`src/rtl/prbs_checker_sat_counter.sv`:
```
// Saturating up-counter with synchronous clear.
// Clear wins over a simultaneous increment; the count sticks at all-ones.
module sat_counter #(
  parameter int CNT_W = 32
) (
  input  logic             clk,
  input  logic             rst,
  input  logic             inc,
  input  logic             clr,
  output logic [CNT_W-1:0] q
);

  // Count up on inc, hold at the maximum value, zero on clr or rst
  always_ff @(posedge clk) begin
    if (rst)
      q <= '0;
    else if (clr)
      q <= '0;
    else if (inc && (q != '1))
      q <= q + CNT_W'(1);
  end

endmodule

```
`config.mk`:
```
export PLATFORM = sky130hd
export DESIGN_NAME = sat_counter
export DESIGN_NICKNAME = d
export VERILOG_FILES = /design/src/rtl/prbs_checker_sat_counter.sv
export SDC_FILE = /design/constraint.sdc
export NUM_CORES = 1
export LEC_CHECK = 0
export ABC_AREA = 1
export CELL_PAD_IN_SITES_DETAIL_PLACEMENT = 1
export CELL_PAD_IN_SITES_GLOBAL_PLACEMENT = 1
export CORE_ASPECT_RATIO = 1.2
export CORE_MARGIN = 4
export CORE_UTILIZATION = 40
export DETAILED_ROUTE_END_ITERATION = 16
export DONT_BUFFER_PORTS = 1
export PLACE_DENSITY_LB_ADDON = 0.1
export SLEW_MARGIN = 20
export SYNTH_ARGS = -nofsm -noshare
export SYNTH_HDL_FRONTEND = slang
export SYNTH_SLANG_ARGS = --single-unit
export TNS_END_PERCENT = 30
```
`constraint.sdc`:
```
create_clock -name clk -period 1.4 [get_ports clk]
set_input_delay 0.42 -clock clk [delete_from_list [all_inputs] [get_ports clk]]
set_output_delay 0.42 -clock clk [all_outputs]
set_load 0.1 [all_outputs]
```
==> out/results.md, run 1 <==
* total number of yosys warnings: 0
* number of enable flip-flop cells after synthesis: 0
* FF+latch count, synth: 32
* pin count of the biggest net entering global routing: 28
* vertical extent of the die: 87.3 um
* last stage reached: global routing
* Tool Error: [ERROR DPL-0033] detailed placement checks failed during check placement.
* CTS Hold Buffers Added: 0
* initial antenna violation count: 1
* Clock Root Buffer: clkbuf_8
* biggest area contributors in the synthesized netlist: dfxtp_1 31%, nand2_1 14%, nor2_1 12%
* Die W: 74.1 um
* Avg Inst Size Synth: 6.45 um2
* worst endpoint left by the global-route repair_timing run: q[28]$_SDFFE_PP0P_/D
* number of sinks driven by the clock tree: 32
* post-synthesis instance total: 325
* Max Buffers Root-to-Sink: 2
* most instantiated cells after synthesis: 79 x nand2_1, 67 x nor2_1, 32 x dfxtp_1
* number of distinct library cells after synthesis: 27
* run status: aborted with a tool error
* standard-cell rows: 28
* kind of pin the worst path terminates on: sequential cell input
* CTS buffer count: 5
* Detailed Place HPWL: 6.46 mm
* top-area cell type share of the netlist area: 30.6%
* total nets after synthesis: 330
* input/output buffers: 0
* sequential area share after synthesis: 30.6%
* Post-synth ARST share: 0%
* deepest level of the CTS H-tree: 2
* Synth Cell Area: 0.00210 mm2
* IO Pins: 36
* initial cell density of the core: 41.8%
* library cell with the highest instance count after synthesis: nand2_1
* largest area contributor in the synthesized netlist: dfxtp_1
* most used flip-flop cell after synthesis: dfxtp_1
* routability-driven placement congestion ratio: 0.859
## cell families after synthesis
| group | after synthesis | share of synthesized area (%) |
|---|---|---|
| flip-flops | 32 | 30.6 |
| AND/OR/NAND/NOR | 229 | 52.7 |
| buffers and inverters | 32 | 7.76 |
| AO/OA/AOI/OAI | 29 | 7.52 |
| XOR/XNOR | 2 | 0.836 |
| adder cells (fa/ha/maj) | 1 | 0.597 |
## timing repair
| action | in CTS |
|---|---|
| pin swaps | 28 |
| resized for setup | 66 |
| setup buffers | 5 |
| gates cloned | 4 |
| setup endpoints to repair | 43 |
## through the flow
step | instances | setup WS [ns] | util [%] | area [um2]
after CTS | 482 | -0.140 | 69.2 | 3460
after detailed placement | 465 | -0.204 | 59.5 | 2980
after floorplan | 325 | -0.253 | - | 2290
after global placement | 465 | -0.103 | 59.5 | 2980
==> run 2, diff against run 1 <==
- CELL_PAD_IN_SITES_DETAIL_PLACEMENT: 1 -> not set
- CELL_PAD_IN_SITES_GLOBAL_PLACEMENT: 1 -> not set
- CORE_ASPECT_RATIO: 1.2 -> not set
- PLACE_DENSITY_LB_ADDON: 0.1 -> 0.15
- clock period: 1.4 -> 1.8 ns (I/O delays scaled with it)
==> run 2 against run 1 <==
Compared with the run above:
- area after synthesis is the same
- the run now ends clean
- synthesized cell count is the same
==> out/results.md, run 2 <==
* final count of negative-setup-slack endpoints: 0
* CTS buffer count: 5, unchanged
* final design instance area without fill: 0.00258 mm2
* Critical Path Start Type: register
* peak ir drop on the vdd network: 0.000233 V
* area overhead of the layout relative to synthesis: 23.2%
* pins over their slew limit: 0
* top-area cell type share of the netlist area: 30.6%, unchanged
* number of setup buffers added after CTS: 0, was 5
* data required time of the worst path: 1.99 ns
* setup slack of the worst register-to-register path: 0.14 ns
* core footprint: 0.00511 mm2
* headroom to the max-slew limit: 78.9%
* crit path max fanout: 27
* number of distinct library cells after synthesis: 27, unchanged
* CTS Hold Buffers Added: 0, unchanged
* Die Area: 0.00646 mm2
* initial antenna violation count: 0
* global-route wire length before repair: 9.52 mm
* total number of yosys warnings: 0, unchanged
* Post-Place Cell Area: 0.00243 mm2, was 0.00298 mm2
* crit path capture: q[14]$_SDFFE_PP0P_
* most used flip-flop cell after synthesis: dfxtp_1, unchanged
* number of enable flip-flop cells after synthesis: 0, unchanged
* final non-filler cell total: 430
* post-detailed-route count of antenna-violating nets: 0
* vertical extent of the die: 80.4 um, was 87.3 um
* number of placed cells counting well taps: 421, was 465
* run status: finished, final reports clean, was aborted with a tool error
* clock insertion delay at the later pin of the skew report: 0.29 ns
* average routed wire per standard cell: 13.5 um
* pin count of the biggest net entering global routing: 28
* total nets after synthesis: 330, unchanged
* maximum clock frequency: 601 MHz
* clock-pin slew reported for the worst setup and hold paths after clock tree synthesis: 0.07 ns
* sequential area share after synthesis: 30.6%, unchanged
* worst r2r src: q[0]$_SDFFE_PP0P_
* WP data arrival: 1.85 ns
* ratio of total power to cell area: 575 mW/mm2
* biggest area contributors in the synthesized netlist: dfxtp_1 31%, nand2_1 14%, nor2_1 12%, unchanged
* depth of the worst register-to-register path: 10
* DRC marker count from the first detailed-route iteration: 148
* Routed Wire Length: 5.79 mm
* time the worst path needs with I/O delays and setup: 1.66 ns
* FF+latch count, synth: 32, unchanged
* input/output buffers: 0, unchanged
* most common library cell in the layout ignoring fill and taps: nand2_1
* largest area contributor in the synthesized netlist: dfxtp_1, unchanged
* routability-driven placement congestion ratio: 0.912, was 0.859
* deepest level of the CTS H-tree: 2, unchanged
* Detailed Place HPWL: 4.27 mm, was 6.46 mm
* Pleak: 0.000951 uW
* Via density: 5.03
* Largest regs: q x32
* number of remaining DRC errors: 0
* library cell with the highest instance count after synthesis: nand2_1, unchanged
* launch point of the critical path: q[0]$_SDFFE_PP0P_
* ratio of final minimum period to clock period: 92.5%
* Worst Hold Class: input port to register
* remaining global-route overflow: 0
* Avg Inst Size Synth: 6.45 um2, unchanged
* number of global-route vias before repair: 1985
* Vias: 2165
* Post-synth ARST share: 0%, unchanged
* transition time at the pin with the least slew margin: 0.316 ns
* worst hold slack: 0.403 ns
* Synth Cell Area: 0.00210 mm2, unchanged
* Die W: 80.4 um, was 74.1 um
* cells resized by post-CTS repair: 0, was 66
* most instantiated cells after synthesis: 79 x nand2_1, 67 x nor2_1, 32 x dfxtp_1, unchanged
* share of post-route cells with drive strength above 1: 30.3%
* number of nets in the finished design: 364
* reported max-cap violation count: 0
* standard-cell rows: 26, was 28
* CTS tree: yes
* Critical Setup Path Class: register to register
* antenna cell count: 0
* post-synthesis instance total: 325, unchanged
* global-route usage over all layers: 19.1%
* endpoint of the lowest-slack register-to-register path: q[14]$_SDFFE_PP0P_
* largest register by flop count: q
* number of sinks driven by the clock tree: 32, unchanged
* Clock Root Buffer: clkbuf_8, unchanged
* flip-flop count of the largest register after layout: 32
* number of hold violations in the final report: 0
* final clock skew: 0.00395 ns
* Max Buffers Root-to-Sink: 2, unchanged
* Pre-Repair DR Iteration Count: 5
* initial cell density of the core: 41.0%, was 41.8%
* IO Pins: 36, unchanged
* endpoint kind of the worst setup timing path: register
* top library cells by usage in the layout, fill and taps aside: 79 x nand2_1, 65 x nor2_1, 33 x buf_4
## run 2: kinds of logic after synthesis
family          synth area share (%)
simple gates                    52.7
buf+inv                         7.76
flops                           30.6
compound gates                  7.52
xor+xnor                       0.836
fa+ha+maj                      0.597
## run 2: critical path: stages, from the launching register on
cell	delay, ns
dfxtp_4	0.37
ha_1	0.21
nand2_2	0.10
nor2_4	0.12
nand2_4	0.08
nor2_4	0.12
nand2_4	0.19
nand3b_1	0.20
nand2_1	0.07
nand2_1	0.06
nor2_1	0.04
## run 2: per-stage QoR
step	power, uW	setup TNS (ns)	worst slack, ns	utilization (%)
finish	1480	0	0.136	50.6
global route	1530	-0.0132	-0.0132	50.6
CTS	1490	0	0.0987	50.0
detailed placement	772	0	0.120	47.6
global placement	772	0	0.163	47.6
floorplan	767	0	0.00542	-
## run 2: power by group
group | internal, uW | total (uW) | switching, uW
clock | 433 | 728 | 295
combinational | 16.2 | 52.8 | 36.5
sequential | 702 | 703 | 1.66
## run 2: area by class of cell
cell class	count	area, um2
Fill cell	496	2520
Multi-Input combinational cell	262	1320
Sequential cell	32	693
Timing Repair Buffer	34	268
Clock buffer	8	121
Inverter	24	90.1
Tap cell	70	87.6
## run 2: worst min path at each step
stage                     cells past startpoint         startpoint           endpoint
after floorplan                               2  q[1]$_SDFFE_PP0P_  q[1]$_SDFFE_PP0P_
after global placement                        2  q[0]$_SDFFE_PP0P_  q[0]$_SDFFE_PP0P_
after detailed placement                      2  q[1]$_SDFFE_PP0P_  q[1]$_SDFFE_PP0P_
after CTS                                     2                inc  q[1]$_SDFFE_PP0P_
after global routing                          2                inc  q[1]$_SDFFE_PP0P_
final                                         2                inc  q[1]$_SDFFE_PP0P_
## run 2: routing by layer
layer / wire [um] / track usage, % / vias up
met4: 82 / 5.57 / 0
met2: 2540 / 30.0 / 62
met5: 0 / 0 / -
met1: 2770 / 25.3 / 961
met3: 400 / 5.27 / 7
li1: - / - / 1135
Power figures use the tool's default switching activity.
==> run 3, diff against run 2 <==
- PLACE_DENSITY: not set -> 0.62
- PLACE_DENSITY_LB_ADDON: 0.15 -> not set
==> run 3 against run 2 <==
Compared with the run above:
- critical path depth stayed put
- core utilization shrank 0.34 points
- design area down 0.68%
- sequential cell count unchanged
- sequential power is essentially flat
- via count grew 1.7%
- die area did not move
- clock power is 2% lower
- worst setup slack gained 0.013 ns
- critical endpoint is now q[21]$_SDFFE_PP0P_
- largest cell class unchanged
==> out/results.md, run 3 (same netlist as run 2, synthesis figures left out) <==
* run status: finished, final reports clean, unchanged
* number of setup buffers added after CTS: 0, unchanged
* headroom to the max-slew limit: 78.6%, was 78.9%
* initial antenna violation count: 0, unchanged
* Clock Root Buffer: clkbuf_8, unchanged
* final count of negative-setup-slack endpoints: 0, unchanged
* data required time of the worst path: 1.98 ns, was 1.99 ns
* slowest stage cell on the critical path: dfxtp_4, unchanged
* number of remaining DRC errors: 0, unchanged
* cell chain of the critical path: ha_1, nand2_2, nor2_4, nand2_4, nor2_4, nand2_4, nand3b_1, nand2_1, nand2_1, nor2_1, unchanged
* largest register by flop count: q, unchanged
* proportion of power drawn by flip-flops and latches: 48.0%, was 47.4%
* final non-filler cell total: 430, unchanged
* peak ir drop on the vdd network: 0.000339 V, was 0.000233 V
* routability-driven placement congestion ratio: 0.886, was 0.912
* number of nets in the finished design: 364, unchanged
* largest incremental delay on the critical path: 0.37 ns, about the same
* Detailed Place HPWL: 4.22 mm, was 4.27 mm
* post-detailed-route count of antenna-violating nets: 0, unchanged
* Routed Wire Length: 5.78 mm, was 5.79 mm
* endpoint kind of the worst setup timing path: register, unchanged
* area overhead of the layout relative to synthesis: 22.4%, was 23.2%
* ratio of total power to cell area: 571 mW/mm2, was 575 mW/mm2
* share of post-route cells with drive strength above 1: 30.0%, was 30.3%
* most common library cell in the layout ignoring fill and taps: nand2_1, unchanged
* Via density: 5.12, was 5.03
* Largest regs: q x32, unchanged
* number of hold violations in the final report: 0, unchanged
* Die W: 80.4 um, unchanged
* DRC marker count from the first detailed-route iteration: 155, was 148
* Worst Hold Class: input port to register, unchanged
* pins over their slew limit: 0, unchanged
* fraction of power spent switching nets: 21.7%, was 22.4%
* Pleak: 0.000945 uW, was 0.000951 uW
* input/output buffers: 0, unchanged
* deepest level of the CTS H-tree: 2, unchanged
* busiest layer in global routing: met2, unchanged
* CTS tree: yes, unchanged
* Max Buffers Root-to-Sink: 2, unchanged
* transition time at the pin with the least slew margin: 0.319 ns, was 0.316 ns
* met1 global-route usage: 24.3%, was 25.3%
* multi-input logic area: 0.00132 mm2, about the same
* vertical extent of the die: 80.4 um, unchanged
* IO Pins: 36, unchanged
* combinational group share of total power: 3.2%, was 3.6%
* initial cell density of the core: 41.0%, unchanged
* final design instance area without fill: 0.00256 mm2, was 0.00258 mm2
* Vias: 2202, was 2165
* pin count of the biggest net entering global routing: 28, unchanged
* remaining global-route overflow: 0, unchanged
* antenna cell count: 0, unchanged
* clock-pin slew reported for the worst setup and hold paths after clock tree synthesis: 0.07 ns, about the same
* Die Area: 0.00646 mm2, unchanged
* Pre-Repair DR Iteration Count: 4, was 5
* standard-cell rows: 26, unchanged
* global-route usage over all layers: 18.5%, was 19.1%
* final clock skew: 0.00294 ns, was 0.00395 ns
* register cell area after layout: 693 um2, unchanged
* global-route wire length before repair: 9.43 mm, was 9.52 mm
* average routed wire per standard cell: 13.4 um, was 13.5 um
* crit path max fanout: 27, unchanged
* internal cell power: 1150 uW, about the same
* sum of negative setup slack: 0 ns, unchanged
* Sw Pwr: 317 uW, was 333 uW
* core footprint: 0.00511 mm2, unchanged
* clock insertion delay at the later pin of the skew report: 0.29 ns, about the same
* time the worst path needs with I/O delays and setup: 1.65 ns, was 1.66 ns
* top library cells by usage in the layout, fill and taps aside: 79 x nand2_1, 67 x nor2_1, 34 x buf_4, was 79 x nand2_1, 65 x nor2_1, 33 x buf_4
* met2 track utilization from global routing: 30.1%, was 30.0%
* RSZ-0062 raised after global routing: no
* flip-flop count of the largest register after layout: 32, unchanged
* Critical Setup Path Class: register to register, unchanged
* number of sinks driven by the clock tree: 32, unchanged
* share of total power in the clock network: 48.7%, was 49.1%
* CTS buffer count: 5, unchanged
* Critical Path Start Type: register, unchanged
* count of filler cells inserted in the layout: 531, was 496
* Post-Place Cell Area: 0.00242 mm2, was 0.00243 mm2
* reported max-cap violation count: 0, unchanged
* number of placed cells counting well taps: 421, unchanged
* number of global-route vias before repair: 2059, was 1985
* met3 routing resource usage after global routing: 4.71%, was 5.27%
* ratio of final minimum period to clock period: 91.8%, was 92.5%
* WP data arrival: 1.84 ns, was 1.85 ns
* maximum clock frequency: 605 MHz, was 601 MHz
[run 3: layout make-up]
| type | count | area share [%] |
|---|---|---|
| Clock buffer | 8 | 4.73 |
| Inverter | 24 | 3.51 |
| Multi-Input combinational cell | 262 | 51.4 |
| Sequential cell | 32 | 27.0 |
| Tap cell | 70 | 3.41 |
| Timing Repair Buffer | 34 | 9.95 |
[run 3: worst max-delay path, delay by kind of cell (launching register included)]
kind | cells | cell delay (ns)
adders and majority gates | 1 | 0.20
DFF | 1 | 0.37
and+or+nand+nor | 9 | 0.97
[run 3: path summary, 6_finish.rpt]
kind                                   startpoint                  to  slack [ns]  cells past startpoint
worst max register to register  q[0]$_SDFFE_PP0P_  q[21]$_SDFFE_PP0P_        0.15                     10
worst max-delay path            q[0]$_SDFFE_PP0P_  q[21]$_SDFFE_PP0P_        0.15                     10
worst min-delay path                          inc  q[11]$_SDFFE_PP0P_        0.40                      2
worst min register to register  q[1]$_SDFFE_PP0P_   q[1]$_SDFFE_PP0P_        0.50                      2
[run 3: layer usage]
layer,part of all wire (%),vias to the layer above
met4,0.73,0
met5,0,-
met2,46,62
met1,47,1008
li1,-,1127
met3,6.5,5
[run 3: metrics by stage]
step	worst slack (ns)	total power [uW]	hold slack, ns	util, %
after floorplan	0.00542	767	0.626	-
after global placement	0.157	767	0.482	47.4
after detailed placement	0.119	767	0.492	47.4
after CTS	0.0940	1480	0.397	49.7
after global routing	0.0158	1510	0.412	50.2
final	0.148	1470	0.401	50.2
[run 3: repair_timing]
action	4_1_cts	5_1_grt
hold buffers	0	0
endpoints found under the setup margin	0	12
resized for setup	0	3
[run 3: power by group through the flow]
stage | Clock, uW | Combinational [uW] | Sequential (uW)
finish | 714 | 47.5 | 704
global route | 756 | 53.5 | 704
CTS | 731 | 47.3 | 703
detailed placement | 0 | 47.4 | 720
global placement | 0 | 46.9 | 720
floorplan | 0 | 37.2 | 730
==> patch: new RTL, settings of run 2 <==
Reset style: asynchronous (`rst`), changed in one clocked block.
--- a/src/rtl/prbs_checker_sat_counter.sv
+++ b/src/rtl/prbs_checker_sat_counter.sv
@@ -13,3 +13,3 @@
   // Count up on inc, hold at the maximum value, zero on clr or rst
-  always_ff @(posedge clk) begin
+  always_ff @(posedge clk or posedge rst) begin
     if (rst)
Check against the original RTL: differs if rst is asserted again (counterexample within 4 cycles, from zero or initial values and one cycle with rst high); with rst held inactive, the same outputs for 10 cycles.
==> patch against run 2 <==
Synthesized cell count grew 11%; sequential cell count is the same; worst setup slack lost 57 ps; cell area grew 16%; area after synthesis grew 8.5%; cell count grew 13%; worst hold slack lost 180 ps; wire length grew 20%; critical path type unchanged.
Power is not compared: it rests on default switching activity, and its combinational part moved more than twofold at a synthesized area within 25%.
==> patch: results <==
[run_status]
status = "complete, no violations"

[placed_design]
dpl.hpwl_um = 5050
gp_congestion = 0.951

[yosys]
synthXorXnorAreaFrac_pct = 1.54
synth.top_cells.by_area = "dfrtp_1 35%, nand2_1 24%, nor2_1 9.1%, nand3_1 6.6%, inv_1 5.6%"
synthAdderAreaFrac_pct = 0.550
async_flop_share_pct = 100
synth_seq_area_share_pct = 35.2
synth_compound_area_share_pct = 5.56

[routing]
drt_iter0_drc = 168
avgRoutedWirePerCell_um = 14.2
wl_met2_um = 3210
drt-vias-per-instance = 4.95
wl_met3_um = 453
wl_met1_um = 3120

[setup_path]
cp_slowest_stage_delay_ps = 440
worstPathMaxFanout = 14
critPathArrivalTime_ps = 1890
worstReg2RegEnd = "q[15]$_DFFE_PP0P_"
crit_slowest_cell = "dfrtp_4"
crit_start = "q[0]$_DFFE_PP0P_"

[layout]
drive_above_1_share_pct = 29.6
layout.nets = 421

[global_route]
grtUsageMet2_pct = 33.5
grt_use_total_pct = 20.8
grt_max_degree = 33
use_met3_pct = 5.26
grt_pass1_wl_um = 11600

[worst_hold_path]
min_path_type = "input pin to async pin"

[timing]
relSlewSlack_pct = 71.1
skew_ps = 2.32
[patch: how the worst min path moves through the flow]
stage | startpoint | to | cells past startpoint
after global routing | rst | q[24]$_DFFE_PP0P_ | 2
after global placement | q[28]$_DFFE_PP0P_ | q[28]$_DFFE_PP0P_ | 2
final | rst | q[24]$_DFFE_PP0P_ | 2
after detailed placement | q[28]$_DFFE_PP0P_ | q[28]$_DFFE_PP0P_ | 2
after floorplan | rst | q[0]$_DFFE_PP0P_ | 1
after CTS | rst | q[24]$_DFFE_PP0P_ | 2
[patch: cell type report]
type | instances | area (um2)
Inverter | 36 | 140
Fill cell | 572 | 2500
Multi-Input combinational cell | 284 | 1360
Timing Repair Buffer | 57 | 482
Clock buffer | 6 | 72.6
Sequential cell | 32 | 858
Tap cell | 72 | 90.1
Clock inverter | 1 | 5.00
[patch: per-stage QoR]
stage               worst slack, ps  cells  hold slack [ps]
finish                         78.7    488              223
global route                  -6.54    488              263
CTS                            19.9    482              243
detailed placement             35.9    475              543
global placement               77.2    475              533
floorplan                      -125    360              655
